## src/rtl/dmem_arbiter_pkg.sv

```systemverilog
// Shared definitions for the data-memory arbiter.
//   arb_state_t        : arbiter state encoding (IDLE/CPU_ACC/DMA_ACC/DMA_FIN)
//   DEF_ACCESS_CYCLES  : default strobe length per access
//   DEF_STARVE_LIMIT   : default CPU grants tolerated while DMA waits
//   CNT_W              : width of the access timer and starvation counter
package dmem_arbiter_pkg;

   typedef enum logic [1:0] {
      IDLE    = 2'd0,
      CPU_ACC = 2'd1,
      DMA_ACC = 2'd2,
      DMA_FIN = 2'd3
   } arb_state_t;

   localparam int unsigned DEF_ACCESS_CYCLES = 1;
   localparam int unsigned DEF_STARVE_LIMIT  = 4;
   localparam int unsigned CNT_W             = 4;

endpackage

```

## src/rtl/dmem_arbiter_timer.sv

```systemverilog
// Access timer: down-counter loaded at grant with ACCESS_CYCLES-1, counting
// toward zero while an access runs; terminal count marks the last strobe cycle.
// Ports:
//   clock, reset_n : clock and async active-low reset
//   load           : grant edge, reload the counter
//   run            : an access is in progress
//   last           : counter at terminal count (only meaningful while run=1)
module access_timer
   import dmem_arbiter_pkg::*;
#(
   parameter int unsigned ACCESS_CYCLES = DEF_ACCESS_CYCLES
)(
   input  logic clock,
   input  logic reset_n,
   input  logic load,
   input  logic run,
   output logic last
);

   localparam logic [CNT_W-1:0] LOAD_VAL = CNT_W'(ACCESS_CYCLES - 1);

   logic [CNT_W-1:0] cnt;

   always_ff @(posedge clock or negedge reset_n) begin
      if (!reset_n) begin
         cnt <= '0;
      end else if (load) begin
         cnt <= LOAD_VAL;
      end else if (run && cnt != '0) begin
         cnt <= cnt - 1'b1;
      end
   end

   assign last = (cnt == '0);

endmodule

```

## src/rtl/dmem_arbiter.sv

```systemverilog
// Data-memory arbiter: shares the single-port data memory between the MEM
// stage (fixed priority) and a DMA/loader port, owns the memory strobes and
// stalls the pipeline while an access is outstanding.
// Ports:
//   clock, reset_n                       : clock, async active-low reset
//   cpu_rd/cpu_wr/cpu_addr/cpu_wdata     : MEM-stage request (held while stalled)
//   cpu_rdata, cpu_stall                 : registered read data, pipeline freeze
//   dma_req/dma_we/dma_addr/dma_wdata    : DMA request (level, held until done)
//   dma_gnt, dma_done, dma_rdata         : DMA grant, completion pulse, read data
//   mem_rm/mem_wm/mem_addr/mem_wdata     : memory strobes, address, write data
//   mem_rdata                            : combinational memory read data
//
// state   | meaning
// --------+-------------------------------------------------------------
// IDLE    | no access; arbitrate and latch the winner on this edge
// CPU_ACC | CPU strobe active, timer counting down to the last cycle
// DMA_ACC | DMA strobe active, dma_gnt high
// DMA_FIN | one-cycle dma_done pulse, requester drops or renews dma_req
module dmem_arbiter
   import dmem_arbiter_pkg::*;
#(
   parameter int unsigned ACCESS_CYCLES = DEF_ACCESS_CYCLES,
   parameter int unsigned STARVE_LIMIT  = DEF_STARVE_LIMIT
)(
   input  logic       clock,
   input  logic       reset_n,
   input  logic       cpu_rd,
   input  logic       cpu_wr,
   input  logic [7:0] cpu_addr,
   input  logic [7:0] cpu_wdata,
   output logic [7:0] cpu_rdata,
   output logic       cpu_stall,
   input  logic       dma_req,
   input  logic       dma_we,
   input  logic [7:0] dma_addr,
   input  logic [7:0] dma_wdata,
   output logic       dma_gnt,
   output logic       dma_done,
   output logic [7:0] dma_rdata,
   output logic       mem_rm,
   output logic       mem_wm,
   output logic [7:0] mem_addr,
   output logic [7:0] mem_wdata,
   input  logic [7:0] mem_rdata
);

   localparam logic [CNT_W-1:0] STARVE_MAX = CNT_W'(STARVE_LIMIT);

   arb_state_t       state_q, state_d;
   logic [CNT_W-1:0] starve_q;
   logic             wr_q;
   logic             last;
   logic             in_acc;
   logic             cpu_req;
   logic             grant_cpu, grant_dma;

   assign cpu_req = cpu_rd | cpu_wr;
   assign in_acc  = (state_q == CPU_ACC) || (state_q == DMA_ACC);

   access_timer #(.ACCESS_CYCLES(ACCESS_CYCLES)) u_timer (
      .clock   (clock),
      .reset_n (reset_n),
      .load    (grant_cpu | grant_dma),
      .run     (in_acc),
      .last    (last)
   );

   always_ff @(posedge clock or negedge reset_n) begin
      if (!reset_n) begin
         state_q <= IDLE;
      end else begin
         state_q <= state_d;
      end
   end

   always_comb begin
      state_d   = state_q;
      grant_cpu = 1'b0;
      grant_dma = 1'b0;
      case (state_q)
         IDLE: begin
            // starvation guard overrides the CPU's fixed priority
            if (dma_req && starve_q == STARVE_MAX) begin
               grant_dma = 1'b1;
               state_d   = DMA_ACC;
            end else if (cpu_req) begin
               grant_cpu = 1'b1;
               state_d   = CPU_ACC;
            end else if (dma_req) begin
               grant_dma = 1'b1;
               state_d   = DMA_ACC;
            end
         end
         CPU_ACC: if (last) state_d = IDLE;
         DMA_ACC: if (last) state_d = DMA_FIN;
         DMA_FIN: state_d = IDLE;
         default: state_d = IDLE;
      endcase
   end

   always_ff @(posedge clock or negedge reset_n) begin
      if (!reset_n) begin
         mem_addr  <= 8'h00;
         mem_wdata <= 8'h00;
         wr_q      <= 1'b0;
         cpu_rdata <= 8'h00;
         dma_rdata <= 8'h00;
         starve_q  <= '0;
      end else begin
         // cpu_wr wins over cpu_rd when both are asserted
         if (grant_cpu) begin
            mem_addr  <= cpu_addr;
            mem_wdata <= cpu_wdata;
            wr_q      <= cpu_wr;
         end else if (grant_dma) begin
            mem_addr  <= dma_addr;
            mem_wdata <= dma_wdata;
            wr_q      <= dma_we;
         end

         if (state_q == CPU_ACC && last && !wr_q) cpu_rdata <= mem_rdata;
         if (state_q == DMA_ACC && last && !wr_q) dma_rdata <= mem_rdata;

         if (grant_dma) begin
            starve_q <= '0;
         end else if (grant_cpu && dma_req) begin
            if (starve_q != STARVE_MAX) starve_q <= starve_q + 1'b1;
         end else if (state_q == IDLE && !dma_req) begin
            starve_q <= '0;
         end
      end
   end

   // strobes decode from state so they can never be high outside an access
   assign mem_rm    = in_acc & ~wr_q;
   assign mem_wm    = in_acc &  wr_q;
   assign dma_gnt   = (state_q == DMA_ACC);
   assign dma_done  = (state_q == DMA_FIN);
   assign cpu_stall = cpu_req & ~((state_q == CPU_ACC) & last);

endmodule
```

## config.mk

```make
export PLATFORM = sky130hd
export DESIGN_NAME = dmem_arbiter
export DESIGN_NICKNAME = d
export VERILOG_FILES = /design/src/rtl/dmem_arbiter_pkg.sv /design/src/rtl/dmem_arbiter_timer.sv /design/src/rtl/dmem_arbiter.sv
export SDC_FILE = /design/constraint.sdc
export NUM_CORES = 1
export LEC_CHECK = 0
export ABC_AREA = 0
export CAP_MARGIN = 25
export CORE_UTILIZATION = 25
export DETAILED_ROUTE_END_ITERATION = 8
export SKIP_LAST_GASP = 1
export SYNTH_ARGS = -nofsm -noshare
export SYNTH_HDL_FRONTEND = slang
export SYNTH_HIERARCHICAL = 1
export SYNTH_SLANG_ARGS = --single-unit
```

## constraint.sdc

```tcl
create_clock -name clock -period 1.86 [get_ports clock]
set_input_delay 0.372 -clock clock [delete_from_list [all_inputs] [get_ports clock]]
set_output_delay 0.372 -clock clock [all_outputs]
set_load 0.01 [all_outputs]
```

# ---- After elaboration in Yosys (flattened, before gate mapping)
# Index checks and enable logic that the tools add are counted.
dict set report word_totals {
  in_bits 46
  elab_cells 71
  regBits 43
}
dict set report op_classes {
  muxes 25
  add_sub_neg 2
  eq_ne 9
  n_reduce_logical 19
  n_bitwise 8
}
# op n
set ops {}
lappend ops {{two-way mux 8 bit} 4}
lappend ops {{two-way mux 4 bit} 6}
lappend ops {{two-way mux 2 bit} 5}
lappend ops {{two-way mux 1 bit} 9}
lappend ops {{logical AND 1 bit} 8}
lappend ops {{case mux 2 bit (4 select lines)} 1}
lappend ops {{adder 4 x 1 -> 4 bit, second input constant} 1}
lappend ops {{AND 1 bit} 4}
lappend ops {{equality test 2 bit, second input constant} 2}
lappend ops {{equality test 4 x 3 -> 1 bit, second input constant} 1}
lappend ops {{logical NOT 4 bit} 1}
lappend ops {{!= test 4 x 3 -> 1 bit, second input constant} 1}
lappend ops {{!= test 4 bit, second input constant} 1}
lappend ops {{nonzero test 2 bit} 2}
lappend ops {{nonzero test 4 bit} 1}
lappend ops {{subtractor 4 x 1 -> 4 bit, second input constant} 1}
lappend ops {{!= test 3 x 2 -> 1 bit, second input constant} 1}
lappend ops {{AND reduction 3 bit} 1}
lappend ops {{nonzero test 3 bit} 1}
lappend ops {{equality test 2 x 1 -> 1 bit, second input constant} 1}
lappend ops {{logical NOT 1 bit} 2}
lappend ops {{logical NOT 2 bit} 1}
lappend ops {{!= test 2 x 1 -> 1 bit, second input constant} 1}
lappend ops {{!= test 2 bit, second input constant} 1}
lappend ops {{other kinds (4)} 6}

# ---- Longest topological paths before layout
dict set report depth {
  ltp_word 7
  mapped_depth 7
  ltp_nobuf 5
}

# ---- Modules after synthesis
# Netlist, hierarchy kept.
# mod cells_per_inst instances area_per_inst_um2
set by_module_without_submodules {}
lappend by_module_without_submodules {dmem_arbiter 177 1 2038.2}
lappend by_module_without_submodules {access_timer 24 1 247.7}

# ---- Worst setup path after synthesis
# No wires, ideal clock.
dict set report synth_path {
  path_type {reg2reg}
  start {register state_q[0]}
  end {register u_timer.cnt[1]}
  stages_incl_launch_ff 8
  arrival_ns 1.575
  slack_ns 0.161
  setup_ns 0.125
  path_cell_list {dfrtp_1 -> inv_1 -> ha_1 -> o31a_1 -> buf_2 -> buf_2 -> nor2_1 -> mux2_2}
}
dict set report synth_between {
  elab_chain_len 4
  elab_cells_between_ends 10
  classes_between {eq/ne: 2; mux: 3; bitwise: 1; reduce/logical: 4}
}
# element line
set synth_rtl {}
lappend synth_rtl {{start, declared} dmem_arbiter.sv:49} ;# arb_state_t state_q, state_d;
lappend synth_rtl {{start signal, assigned} dmem_arbiter.sv:72} ;# state_q <= state_d;
lappend synth_rtl {{logical NOT 2 bit, or another cell as far along} dmem_arbiter.sv:80} ;# case (state_q)
lappend synth_rtl {{two-way mux 1 bit or logical OR 1 bit (tied branches)} {dmem_arbiter.sv:80, dmem_arbiter.sv:58}}
lappend synth_rtl {{bitwise OR 1 bit or logical AND 1 bit (tied branches)} {dmem_arbiter.sv:63, dmem_arbiter_timer.sv:29}}
lappend synth_rtl {{two-way mux 4 bit or nonzero test 2 bit (tied branches)} --}
lappend synth_rtl {{end signal, assigned} dmem_arbiter_timer.sv:30} ;# cnt <= cnt - 1'b1;
lappend synth_rtl {{end, declared} dmem_arbiter_timer.sv:22} ;# logic [CNT_W-1:0] cnt;
# Several ways; a longest one is shown, not always the timed one.
# A chain may end at the register's enable or synchronous reset.

# ---- Final worst setup path
dict set report layout_path {
  start {register state_q[0]}
  end {output port mem_wm}
}
dict set report layout_between {
  elab_chain_len 3
  elab_cells_between_ends 4
  classes_between {eq/ne: 2; bitwise: 1; reduce/logical: 1}
}
# element line
set layout_rtl {}
lappend layout_rtl {{equality test 2 x 1 -> 1 bit or equality test 2 bit (tied branches)} dmem_arbiter.sv:58} ;# assign in_acc = (state_q == CPU_ACC) || (state_q == DMA_ACC);
lappend layout_rtl {{logical OR 1 bit (*)} dmem_arbiter.sv:58}
lappend layout_rtl {{via in_acc} dmem_arbiter.sv:53} ;# logic in_acc;
lappend layout_rtl {{AND 1 bit (*)} dmem_arbiter.sv:136} ;# assign mem_wm = in_acc & wr_q;
lappend layout_rtl {{end, declared} dmem_arbiter.sv:41} ;# output logic mem_wm,
# The timed path passes the listed nets; every way through them passes the cells marked *.

==> impl_metrics.csv <==
group,metric,value,unit
synthesis,synth_area_leader_cell,"dfrtp_1",
placement,portBuffers,82,
grt,grt_pass1_vias,1978,
clock_tree,cts_sinks,43,
power_and_ir_drop,max-vdd-ir-drop,0.5112,mV
placement,dpl.hpwl,4151,um
sta,report.final.slew_viol_count,0,
finish,fin_cells,415,
sta,finalSetupViolCount,0,
sta,holdWs,0.03927,ns
synthesis,synth_area_per_cell,11.37,sq um
sta,fin_crit,1.801,ns
floorplanning,start_util,25.96,%
grt,grt_max_degree,32,
finish,multi_input_area,1136,sq um
synthesis,synth_top_flop_cell,"dfrtp_1",
clock_tree,cts_tree,"done",
worst_setup_path,cp-start-kind,"flop",
sta,worst_pin_slew,0.6008,ns
synthesis,async_flop_share,100.0,%
synthesis,synth.top_cell.area_share,47.07,%
grt,grt_pass1_wl,9639,um
worst_setup_path,path_max_fanout,3,
worst_setup_path,crit_chain,"inv_1, ha_4, and2_1, dlygate4sd2_1",
sta,fin_crit_sh,96.85,%
clock_tree,clkTransAtPathRegs,0.08,ns
sta,max_slew_margin,59.85,%
finish,fillers,874,
synthesis,netlist_area,2286,sq um
worst_setup_path,max_stage_delay,0.39,ns
finish,antennaDiodeCount,0,
floorplanning,fp.dieArea,9531,sq um
clock_tree,cts_buffers,5,
synthesis,syn_nets,256,
sta,finalSetupTns,0,ns
synthesis,synthTopCellsByArea,"dfrtp_1, nor2b_1, mux2_2",
clock_tree,cts_hold_buf,0,
finish,layout-drive-gt1-share,23.45,%
worst_setup_path,cp_top_family,"flip-flops",
drt,wl_per_cell,13.34,um
sta,clock_skew,0.005873,ns
finish,seq_area,1076,sq um
placement,dp_cells,406,
drt,drc_errors,10,
run_status,violations,"design-rule violations",
min_path,min_path_type,"input port to asynchronous set/reset pin",
floorplanning,rows,34,
floorplanning,die_height,97.63,um
grt,grt_usage,12.54,%
synthesis,synth_edf_count,0,
power_and_ir_drop,leakage,1.479,nW
worst_setup_path,critPathBufInv,2,
sta,hold_violations,0,
worst_setup_path,cp-end-kind,"output pin",
drt,drt_iter0_markers,77,
finish,layout.cells.most_common,"clkdlybuf4s50_1",
power_and_ir_drop,powerDensity,1525,nW/um^2
drt,vias,1855,
drt,first_pass_iters,6,
floorplanning,core,8806,sq um
sta,rsz0062_at_grt,"yes",
finish,layout_common_cells,"clkdlybuf4s50_1, dfrtp_1, nor2b_1",
job,maxCapViolations,0,
sta,fmax,0.5551,GHz
clock_tree,root_buffer,"clkbuf_8",
placement,gp_congestion,0.7686,
finish,syn2layout_area_growth,55.45,%
grt,antenna_found_initial,0,
drt,drt_wl_total,5537,um
run_status,outcome,"complete, but fails checks",
synthesis,synth.distinct_cells,37,
floorplanning,pin_count,83,
worst_setup_path,critPathSlowestCell,"dfrtp_1",
drt,ant_nets,0,
clock_tree,worstSkewPairLatency,0.30,ns
synthesis,yosys_warnings,6,
grt,grt_overflow,0,
worst_setup_path,path_class,"flop to output pin",
clock_tree,clockBufferDepth,2,
finish,finalNetCount,361,
drt,via_per_inst,4.470,
finish,postLayoutCoreUtil,40.35,%
clock_tree,cts_max_level,2,
floorplanning,die_x,97.63,um
synthesis,syn-instance-count,201,
synthesis,synth-seq-cells,43,
synthesis,yosysSeqAreaShare,47.07,%
worst_setup_path,required,1.49,ns
worst_setup_path,critical_path_arrival,1.43,ns
-- layer usage --
metal / vias up / routed length (um) / GRT usage, %
met4: 0 / 41 / 2.797
met1: 857 / 2493 / 16.14
met5: - / 0 / 0
met2: 70 / 2530 / 20.24
li1: 921 / - / -
met3: 7 / 471 / 4.317
-- logic make-up (layout without fill, tap and decap cells) --
| family | after synthesis | count (layout) | synth area share, % |
|---|---|---|---|
| flops | 43 | 43 | 47.07 |
| fa+ha+maj | 9 | 9 | 4.926 |
| buf+inv | 18 | 124 | 4.269 |
| simple gates | 80 | 80 | 20.20 |
| mux | 21 | 21 | 10.24 |
| compound gates | 30 | 30 | 13.30 |
-- power breakdown --
part / internal, mW / switching, mW
Clock: 0.536 / 0.332
Sequential: 1.35 / 0.226
Combinational: 1.73 / 1.25
Total: 3.61 / 1.81
-- worst register-to-register path: cells and delay by family (launching register included) --
kind / cells / cell delay [ns]
buffers and inverters: 3 / 0.36
AOI/OAI and AO/OA: 2 / 0.45
DFF: 1 / 0.35
and+or+nand+nor: 1 / 0.23
adders and majority gates: 1 / 0.22
-- synth_stat cells (2+ instances only) --
| cell type | count |
|---|---|
| ha_1 | 9 |
| a21oi_1 | 2 |
| a221oi_1 | 7 |
| mux2i_1 | 2 |
| nor2b_1 | 36 |
| clkbuf_1 | 4 |
| nand2_1 | 4 |
| nand3b_1 | 3 |
| a221oi_2 | 10 |
| nand3_1 | 3 |
| buf_2 | 2 |
| dfrtp_1 | 43 |
| inv_1 | 9 |
| o311ai_0 | 2 |
| nor2_1 | 23 |
| mux2_2 | 19 |
| o22ai_1 | 3 |
-- cell type report --
class                   instances  area share [%]
multi-input cells             140           31.97
flip-flops and latches         43           30.28
repair buffers                107           29.15
well taps                     108           3.803
clock buffers                   5           1.937
clock inverters                 3           1.901
inverters                       9          0.9507
-- state kept, by name, indices dropped and copies added, names as in the netlist --
register and count:
cpu_rdata 8, dma_rdata 8, mem_addr 8, mem_wdata 8
starve_q 4, state_q 2, u_timer/cnt 4, wr_q 1
-- path summary, 6_finish.rpt --
kind	from	slack (ns)	cells past startpoint	to
setup / recovery	state_q[0]	0.06	4	mem_wm
hold reg to reg	cpu_rdata[6]	0.51	1	cpu_rdata[6]
max in group asynchronous	reset_n	1.31	2	u_timer/cnt[2]
min in group clock	cpu_rdata[6]	0.51	1	cpu_rdata[6]
setup reg to reg	starve_q[0]	0.16	7	mem_addr[4]
hold / removal	reset_n	0.04	1	mem_wdata[1]
-- metrics by stage --
step | instance area (sq um) | setup WS [ns] | total power, mW
2_1_floorplan | 2286 | 0.1607 | 3.119
3_3_place_gp | 3391 | -0.3171 | 4.538
3_5_place_dp | 3391 | -0.3597 | 4.580
4_1_cts | 3547 | -0.07155 | 5.497
5_1_grt | 3553 | -0.01501 | 5.831
6_report | 3553 | 0.05859 | 5.421
-- what timing repair did --
action                                 CTS  global route
resized for setup                        6             6
setup endpoints to repair               21             4
endpoints found under the hold margin    0             0
setup buffers                            1             0
No activity file was read; power rests on OpenSTA's default activity.
